### config.mk
export PLATFORM = sky130hd
export DESIGN_NAME = btn_press_decoder
export DESIGN_NICKNAME = d
export VERILOG_FILES = /design/src/rtl/btn_press_decoder.sv
export SDC_FILE = /design/constraint.sdc
export NUM_CORES = 1
export LEC_CHECK = 0
export BUFFER_PORTS_ARGS = -buffer_cell sky130_fd_sc_hd__buf_2
export CAP_MARGIN = 20
export CORE_MARGIN = 1
export CORE_UTILIZATION = 63
export DETAILED_ROUTE_END_ITERATION = 7
export GPL_TIMING_DRIVEN = 0
export PLACE_DENSITY = 0.82
export SYNTH_ARGS = -nofsm -noshare
export SYNTH_HDL_FRONTEND = slang
export SYNTH_SLANG_ARGS = --single-unit
### constraint.sdc
create_clock -name clk -period 4.85 [get_ports clk]
set_input_delay 0.97 -clock clk [delete_from_list [all_inputs] [get_ports clk]]
set_output_delay 0.97 -clock clk [all_outputs]
set_load 0.02 [all_outputs]
### src/rtl/btn_press_decoder.sv
// btn_press_decoder: debounces a synchronised button level and emits
// single-cycle press / long-press / release pulses plus the debounced level.
// The release output is named release_o because "release" is a reserved
// word in SystemVerilog.
module btn_press_decoder #(
    parameter int DEBOUNCE = 4,
    parameter int LONG     = 16,
    parameter int CNT_W    = 8
) (
    input  logic clk,
    input  logic rst,
    input  logic syncBtn,
    output logic press,
    output logic longPress,
    output logic release_o,
    output logic level
);

    typedef enum logic [2:0] {
        IDLE      = 3'd0,
        ARMING    = 3'd1,
        HELD      = 3'd2,
        LONG_HELD = 3'd3,
        DISARMING = 3'd4
    } state_t;

    localparam logic [CNT_W-1:0] ONE    = CNT_W'(1);
    localparam logic [CNT_W-1:0] DEB_C  = CNT_W'(DEBOUNCE);
    localparam logic [CNT_W-1:0] LONG_C = CNT_W'(LONG);
    // A counter equal to *_M1 means this edge is the one that reaches the limit.
    localparam logic [CNT_W-1:0] DEB_M1  = DEB_C - ONE;
    localparam logic [CNT_W-1:0] LONG_M1 = LONG_C - ONE;

    state_t           state_q;
    logic [CNT_W-1:0] dcnt_q;
    logic [CNT_W-1:0] hcnt_q;
    logic             longDone_q;
    logic             press_q;
    logic             long_q;
    logic             rel_q;
    logic             level_q;

    // Long-press condition: this edge brings hcnt to LONG and it has not fired yet.
    logic long_hit;
    assign long_hit = (hcnt_q == LONG_M1) && !longDone_q;

    // Debounce/hold FSM with all outputs registered; pulses default low each cycle.
    always_ff @(posedge clk) begin
        press_q <= 1'b0;
        long_q  <= 1'b0;
        rel_q   <= 1'b0;
        if (rst) begin
            state_q    <= IDLE;
            dcnt_q     <= '0;
            hcnt_q     <= '0;
            longDone_q <= 1'b0;
            level_q    <= 1'b0;
        end else begin
            unique case (state_q)
                IDLE: begin
                    if (syncBtn) begin
                        if (DEB_C == ONE) begin
                            state_q    <= HELD;
                            press_q    <= 1'b1;
                            level_q    <= 1'b1;
                            hcnt_q     <= '0;
                            longDone_q <= 1'b0;
                            dcnt_q     <= '0;
                        end else begin
                            state_q <= ARMING;
                            dcnt_q  <= ONE;
                        end
                    end
                end
                ARMING: begin
                    if (!syncBtn) begin
                        state_q <= IDLE;
                        dcnt_q  <= '0;
                    end else if (dcnt_q == DEB_M1) begin
                        state_q    <= HELD;
                        press_q    <= 1'b1;
                        level_q    <= 1'b1;
                        hcnt_q     <= '0;
                        longDone_q <= 1'b0;
                        dcnt_q     <= '0;
                    end else begin
                        dcnt_q <= dcnt_q + ONE;
                    end
                end
                HELD, LONG_HELD: begin
                    // hcnt counts every edge spent in a held state, saturating at LONG;
                    // the edge that leaves for DISARMING still counts.
                    if (hcnt_q != LONG_C)
                        hcnt_q <= hcnt_q + ONE;
                    if (long_hit) begin
                        long_q     <= 1'b1;
                        longDone_q <= 1'b1;
                    end
                    if (!syncBtn) begin
                        if (DEB_C == ONE) begin
                            state_q <= IDLE;
                            rel_q   <= 1'b1;
                            level_q <= 1'b0;
                            dcnt_q  <= '0;
                        end else begin
                            state_q <= DISARMING;
                            dcnt_q  <= ONE;
                        end
                    end else if (long_hit) begin
                        state_q <= LONG_HELD;
                    end
                end
                DISARMING: begin
                    // hcnt is frozen here so a bounce only delays the long press.
                    if (syncBtn) begin
                        state_q <= longDone_q ? LONG_HELD : HELD;
                        dcnt_q  <= '0;
                    end else if (dcnt_q == DEB_M1) begin
                        state_q <= IDLE;
                        rel_q   <= 1'b1;
                        level_q <= 1'b0;
                        dcnt_q  <= '0;
                    end else begin
                        dcnt_q <= dcnt_q + ONE;
                    end
                end
                default: begin
                    state_q <= IDLE;
                    dcnt_q  <= '0;
                    level_q <= 1'b0;
                end
            endcase
        end
    end

    assign press     = press_q;
    assign longPress = long_q;
    assign release_o = rel_q;
    assign level     = level_q;

endmodule
==> results of run 1 <==
flip-flops by register name, summed over array words and instances, names as in the netlist:
name / flops
longDone_q: 1
state_q: 3
hcnt_q: 8
dcnt_q: 8
press: 1
level: 1
release_o: 1
longPress: 1
worst max-delay path by stage:
stage | to | slack [ps]
CTS | hcnt_q[5] | 2730
global route | hcnt_q[7] | 2610
detailed placement | hcnt_q[5] | 2420
global placement | hcnt_q[5] | 2450
floorplan | hcnt_q[5] | 2730
finish | hcnt_q[5] | 2710
area by class of cell:
cell class	count	area [µm²]	area share [%]
timing repair buffer	5	25.0	1.80
buffer	9	38.8	2.79
inverter	9	33.8	2.43
clock inverter	1	30.0	2.16
clock buffer	3	22.5	1.62
sequential	24	480	34.6
multi-input combinational	112	728	52.4
tap	25	31.3	2.25
cell usage in the layout (no fill, tap or decap), types with 2 or more instances in the layout:
cell type / Yosys / layout
nand3_1: 4 / 4
dfxtp_1: 24 / 24
nor2_1: 4 / 4
buf_2: 4 / 9
and4_1: 2 / 2
nor4_1: 4 / 4
nand4_1: 4 / 4
nor2b_1: 2 / 2
o21ai_0: 15 / 15
nand2_1: 12 / 12
a31oi_1: 2 / 2
ha_1: 3 / 3
o31ai_1: 4 / 4
a21oi_1: 15 / 15
or4_1: 4 / 4
inv_1: 9 / 9
clkbuf_4: 0 / 3
a22oi_1: 6 / 6
or3_2: 3 / 3
clkbuf_1: 4 / 4
or3_1: 7 / 7
power groups by stage:
stage          Sequential, µW  Clock, µW  Combinational [µW]
2_1_floorplan             205          0                23.6
5_1_grt                   202        155                34.5
6_report                  202        145                31.3
3_3_place_gp              206          0                29.3
4_1_cts                   202        146                30.8
3_5_place_dp              206          0                30.0
worst reg2reg max path: stages, from the launching register on:
cell and delay [ps]:
dfxtp_1 480, ha_1 240, nor4b_4 350, a41oi_2 240, buf_2 230, or3_1 360
a21oi_1 150
logic make-up after synthesis:
group | after synthesis | synth area share (%)
and+or+nand+nor | 56 | 27.3
adders and majority gates | 3 | 2.93
buffers and inverters | 18 | 5.66
muxes | 1 | 0.781
AOI/OAI and AO/OA | 52 | 25.8
DFF | 24 | 37.5
metal layers:
metal | GRT usage, % | routed length [µm]
met1 | 36.6 | 1310
met2 | 51.1 | 1380
met3 | 3.85 | 103
met4 | 9.71 | 15
met5 | 0 | 0
cells in the mapped netlist (2+ instances only):
master,instances,share of area [%]
buf_2,4,1.6
and4_1,2,1.4
nand3_1,4,1.6
a21oi_1,15,5.9
ha_1,3,2.9
or4_1,4,2.3
nand4_1,4,2.0
a31oi_1,2,0.98
nor2_1,4,1.2
nor4_1,4,2.0
or3_2,3,1.8
or3_1,7,3.4
clkbuf_1,4,1.2
nand2_1,12,3.5
o31ai_1,4,2.3
o21ai_0,15,5.9
nor2b_1,2,0.98
a22oi_1,6,3.5
dfxtp_1,24,37
inv_1,9,2.6
through the flow:
| step | power, µW | util, % | cells | area (µm²) | hold slack [ps] |
|---|---|---|---|---|---|
| after global placement | 235 | 73.5 | 184 | 1340 | 459 |
| after global routing | 392 | 76.4 | 188 | 1390 | 508 |
| after CTS | 379 | 76.4 | 188 | 1390 | 484 |
| final | 378 | 76.4 | 188 | 1390 | 481 |
| after floorplan | 229 | - | 154 | 1280 | 439 |
| after detailed placement | 236 | 73.5 | 184 | 1340 | 466 |
==> run metrics, run 1 <==
initial antenna violation count 0; fmax 467 MHz; Fillers 133; final wirelength 2810 µm; hold path endpoint longDone_q; clock transition at the registers of the reported paths 140 ps; gpl congestion 0.907; Max Slew Vio Count 0; # IOs 7; worst setup margin 2710 ps; initial DRC count 46; Top FF cell, synth dfxtp_1; r2r setup slk 2760 ps; Clock Latency Late Sink 310 ps; worst-path cell with the longest stage delay nor2b_1; Pwr Density 272 mW/mm²; # DRC 0; Initial Util 70.4%; wire length per cell 14.9 µm; worst flop-to-flop path endpoint hcnt_q[5]; Max H-tree Level 1; clock power share 38.3%; TritonCTS clock tree yes; clock skew 6.67 ps; Sw Share 22.2%; layout cells sized above 1 13.5%; clk sink count 24; WP depth 6; synth-to-layout area growth 8.50%; final setup fails 0; port buffer count 5; number of flops mapped to enable cells by yosys 0; FFs w/ async S/R, synth 0%; Root Buffer clkbuf_4; final hold viol count 0; kind of end point of the critical path flip-flop; Hold Buf Count CTS 0; CP Data Arrival Time 2400 ps; PostCTS Resize Cnt 0; Sum Neg Setup Slack 0 ps; crit path from syncBtn; Seq cells post-synth 24; 1st-pass router iterations 4; Gate power share 8.3%; Tightest Pin Transition 561 ps; Most common cell on crit path buf_2; setup repair bufs after CTS 0; post-synthesis cell area 0.00128 mm²; sequential power share 53.4%; VDD IR max 182 µV; post-synthesis sequential area ratio 37.5%; GRT overflow 0; Worst Hold Class flip-flop to flip-flop; Startpoint Class input pin; Avg Cell Area, Syn 8.32 µm²; Mapped Nets 160; Ys Warns 0; Die Y 47.1 µm; Inserted Diodes 0; final worst path period share 44.2%; NetSw 84.0 µW; first-pass GRT wire length 4550 µm; max_slew headroom 62.5%; Nets 170; ANT nets after route 0; die area 0.00222 mm²; Required @ worst endpoint 5110 ps; Core Area 0.00182 mm²; type of the worst setup path input pin to flip-flop; Hold Startpoint longDone_q; CP peak stage delay 380 ps; Rows 15; Leakage 0.000474 µW; worst hold path cell count 2; crit-path max FO 10; Total GRT Usage 29.1%; total internal power 294 µW; CP bufs+invs 2; DP HPWL 2080 µm; R2R cell count 6; vias in the first global route 1,082; Netlist cell types 42; cells along the critical path buf_2, nor2b_1, a41oi_2, buf_2, or3_1, a21oi_1; RSZ-0062 raised after global routing no; outcome completed; fin crit period 2140 ps; pre-CTS worst setup slack 2420 ps; Cells after Synth 154; RR Startpoint dcnt_q[0]; largest net degree at the start of global routing 15; Num CTS Buffers 3; average via count per standard cell 6.49; Max Root-Sink Buffers 2; top cell family by delay on the critical path simple AND/OR/NAND/NOR gates; Die W 47.1 µm; DR vias 1,221; Maximum Capacitance Violations 0
(Power assumes the default switching activity.)
==> inputs of run 2 (changes only) <==
CORE_UTILIZATION = 59   (was 63)
PLACE_DENSITY = 0.77   (was 0.82)
clock period = 2.25 ns   (was 4.85 ns; I/O delays follow)
==> run metrics, run 2 (synthesis results as in run 1) <==
outcome completed; Fillers 177; wire length per cell 13.4 µm; most frequent cells in the layout 24 x dfxtp_1, 15 x a21oi_1, 15 x o21ai_0, 12 x nand2_1; die area 0.00236 mm²; Sum Neg Setup Slack 0 ps; Required @ worst endpoint 2510 ps; Final Cell Area 0.00138 mm²; Max H-tree Level 1; CP Data Arrival Time 2310 ps; VDD IR max 415 µV; cells along the critical path ha_1, nor4b_4, a41oi_2, buf_2, or3_1, a21oi_1; Max Root-Sink Buffers 2; Pwr Density 527 mW/mm²; worst-path cell with the longest stage delay dfxtp_1; Max Slew Vio Count 0; setup repair bufs after CTS 0; Root Buffer clkbuf_4; kind of end point of the critical path flip-flop; TritonCTS clock tree yes; Cell Count, Final, Fillers Out 190; Total GRT Usage 24.0%; Startpoint Class flip-flop; Fin Hold WS 481 ps; Rows 16; RSZ-0062 raised after global routing no; max_slew headroom 60.3%; DR vias 1,204; # IOs 7; clk sink count 24; Leakage 0.000467 µW; crit-path max FO 10; worst flop-to-flop path endpoint hcnt_q[7]; CP peak stage delay 450 ps; type of the worst setup path flip-flop to flip-flop; Clock Latency Late Sink 310 ps; CP endpoint hcnt_q[7]; Hold Buf Count CTS 0; Num CTS Buffers 3; Initial Util 64.0%; fin crit period 2050 ps; initial DRC count 29; Core Area 0.00200 mm²; clock transition at the registers of the reported paths 130 ps; Die W 48.6 µm; Register Area 480 µm²; ANT nets after route 0; area of placed instances 0.00134 mm²; final setup fails 0; final worst path period share 91.2%; Inserted Diodes 0; fin util 68.8%; # DRC 0; first-pass GRT wire length 4540 µm; 1st-pass router iterations 4; Top Registers dcnt_q (8), hcnt_q (8), state_q (3); DP HPWL 1940 µm; clock skew 1.62 ps; Nets 170; gpl congestion 0.838; Maximum Capacitance Violations 0; fmax 488 MHz; Die Y 48.6 µm; Worst Hold Class flip-flop to flip-flop; vias in the first global route 1,074; r2r setup slk 200 ps; crit path from dcnt_q[0]; Tightest Pin Transition 593 ps; RR Startpoint dcnt_q[0]; largest net degree at the start of global routing 14; PostCTS Resize Cnt 0; average via count per standard cell 6.34; R2R cell count 6; most common cell after layout, fill and taps aside dfxtp_1; final hold viol count 0; GRT overflow 0; initial antenna violation count 0; Inst Count DP 186; synth-to-layout area growth 7.42%; final wirelength 2550 µm; port buffer count 5; area of the multi-input gates 728 µm²; layout cells sized above 1 13.5%
run 2: changes by cell type in the layout (fill, tap and decap cells not counted):
cell,change
clkbuf_8,+1
bufinv_16,-1
run 2: worst max-delay path, delay by kind of cell (launching register included):
kind | cells | cell delay [ps]
compound gates | 2 | 380
buf+inv | 1 | 230
flops | 1 | 450
fa+ha+maj | 1 | 240
simple gates | 2 | 710
run 2: metal layers:
layer	part of all wire, %	track usage [%]	vias up
met5	0	0	-
met2	44	38.7	28
met3	4.0	1.89	5
met1	50	32.7	570
li1	-	-	601
met4	1.8	10.3	0
run 2: final cells by class:
cell class / count / area share [%]
Timing Repair Buffer: 5 / 1.82
Inverter: 9 / 2.45
Buffer: 9 / 2.82
Sequential cell: 24 / 34.9
Tap cell: 27 / 2.45
Multi-Input combinational cell: 112 / 52.9
Clock buffer: 4 / 2.64
run 2: power by group:
part / total (µW) / internal, µW / switching, µW
sequential: 434 / 430 / 4.31
clock: 225 / 98.9 / 126
combinational: 65.9 / 23.3 / 42.6
total: 725 / 552 / 173
run 2: stage by stage:
stage                     setup slack, ps  power, µW
after floorplan                       478        493
after global placement                274        505
after detailed placement              229        508
after CTS                             190        726
after global routing                 7.17        750
final                                 199        725
run 2: how the worst min path moves through the flow:
stage                from          to  slack, ps  depth (start not counted)
6_report            level       level        480                          2
5_1_grt        longDone_q  longDone_q        510                          2
4_1_cts        longDone_q  longDone_q        490                          2
3_5_place_dp   longDone_q  longDone_q        470                          2
3_3_place_gp        level       level        460                          2
2_1_floorplan  longDone_q  longDone_q        440                          2
==> inputs of run 3 (changes only) <==
CORE_UTILIZATION = 57   (was 59)
PLACE_DENSITY = 0.75   (was 0.77)
==> run metrics, run 3 (synthesis results as in run 1) <==
outcome completed; ANT nets after route 0; initial DRC count 43; RR Startpoint dcnt_q[0]; Num CTS Buffers 3; max_slew headroom 61.9%; Sum Neg Setup Slack 0 ps; Cell Count, Final, Fillers Out 191; port buffer count 5; kind of end point of the critical path flip-flop; Initial Util 62.7%; CP Data Arrival Time 2180 ps; Max Slew Vio Count 0; Die Y 49.4 µm; Die W 49.4 µm; # IOs 7; synth-to-layout area growth 7.52%; initial antenna violation count 0; layout cells sized above 1 14.0%; Hold Buf Count CTS 0; clock skew 4.56 ps; setup repair bufs after CTS 0; RSZ-0062 raised after global routing no; Tightest Pin Transition 569 ps; Root Buffer clkbuf_4; Inst Count DP 186; Worst Hold Class flip-flop to flip-flop; die area 0.00244 mm²; 1st-pass router iterations 4; Fin Hold WS 482 ps; Inserted Diodes 0; Top Registers dcnt_q (8), hcnt_q (8), state_q (3); final worst path period share 88.9%; final wirelength 2670 µm; clk sink count 24; most common cell after layout, fill and taps aside dfxtp_1; Clock Latency Late Sink 310 ps; GRT overflow 0; Max Root-Sink Buffers 2; wire length per cell 14.0 µm; fmax 500 MHz; DP HPWL 1970 µm; Startpoint Class flip-flop; Leakage 0.000471 µW; first-pass GRT wire length 4600 µm; final hold viol count 0; Maximum Capacitance Violations 0; largest net degree at the start of global routing 13; gpl congestion 0.860; # DRC 0; Total GRT Usage 24.0%; most frequent cells in the layout 24 x dfxtp_1, 15 x a21oi_1, 15 x o21ai_0, 12 x nand2_1; Nets 172; crit path from dcnt_q[0]; Required @ worst endpoint 2430 ps; Core Area 0.00204 mm²; Max H-tree Level 1; clock transition at the registers of the reported paths 120 ps; TritonCTS clock tree yes; VDD IR max 368 µV; vias in the first global route 1,057; fin crit period 2000 ps; final setup fails 0; crit-path max FO 7; PostCTS Resize Cnt 0; fin util 67.5%; type of the worst setup path flip-flop to flip-flop; Pwr Density 498 mW/mm²; total power 686 µW; average via count per standard cell 6.22; Fillers 193; Rows 16; Hold Startpoint longDone_q; DR vias 1,188
-- run 3: final cells by class --
cell class,instances,area (µm²),share of cell area (%)
buffer,9,38.8,2.82
clock buffer,3,22.5,1.63
tap,27,33.8,2.45
timing repair buffer,7,40.0,2.91
sequential,24,480,34.9
inverter,9,33.8,2.45
multi-input combinational,112,728,52.9
-- run 3: through the flow --
stage                     worst slack, ps  area [µm²]
after detailed placement              210        1340
after global routing                 49.5        1380
after CTS                             177        1360
after floorplan                       478        1280
after global placement                263        1340
final                                 249        1380
-- run 3: path summary, 6_finish.rpt --
check	end	slack (ps)	depth (start not counted)
worst max-delay path	dcnt_q[4]	250	6
worst min-delay path	longDone_q	480	2
worst max register to register	dcnt_q[4]	250	6
worst min register to register	longDone_q	480	2
-- run 3: routing by layer --
layer	track usage (%)	routed length, µm
met5	0	0
met4	8.57	38
met3	2.80	77
met2	39.7	1230
met1	32.1	1320
-- run 3: where the power goes --
| part | leakage (µW) | switching (µW) | internal [µW] |
|---|---|---|---|
| logic | 0.000263 | 43.1 | 24.2 |
| clock network | 0.0000138 | 122 | 62.6 |
| registers | 0.000194 | 4.48 | 430 |
| total | 0.000471 | 170 | 517 |
-- run 3: worst max-delay path: stages, from the launching register on --
cell	delay (ps)
dfxtp_1	440
ha_1	230
nor4b_4	290
buf_4	170
a21oi_1	50
o211ai_1	490
a22oi_1	190
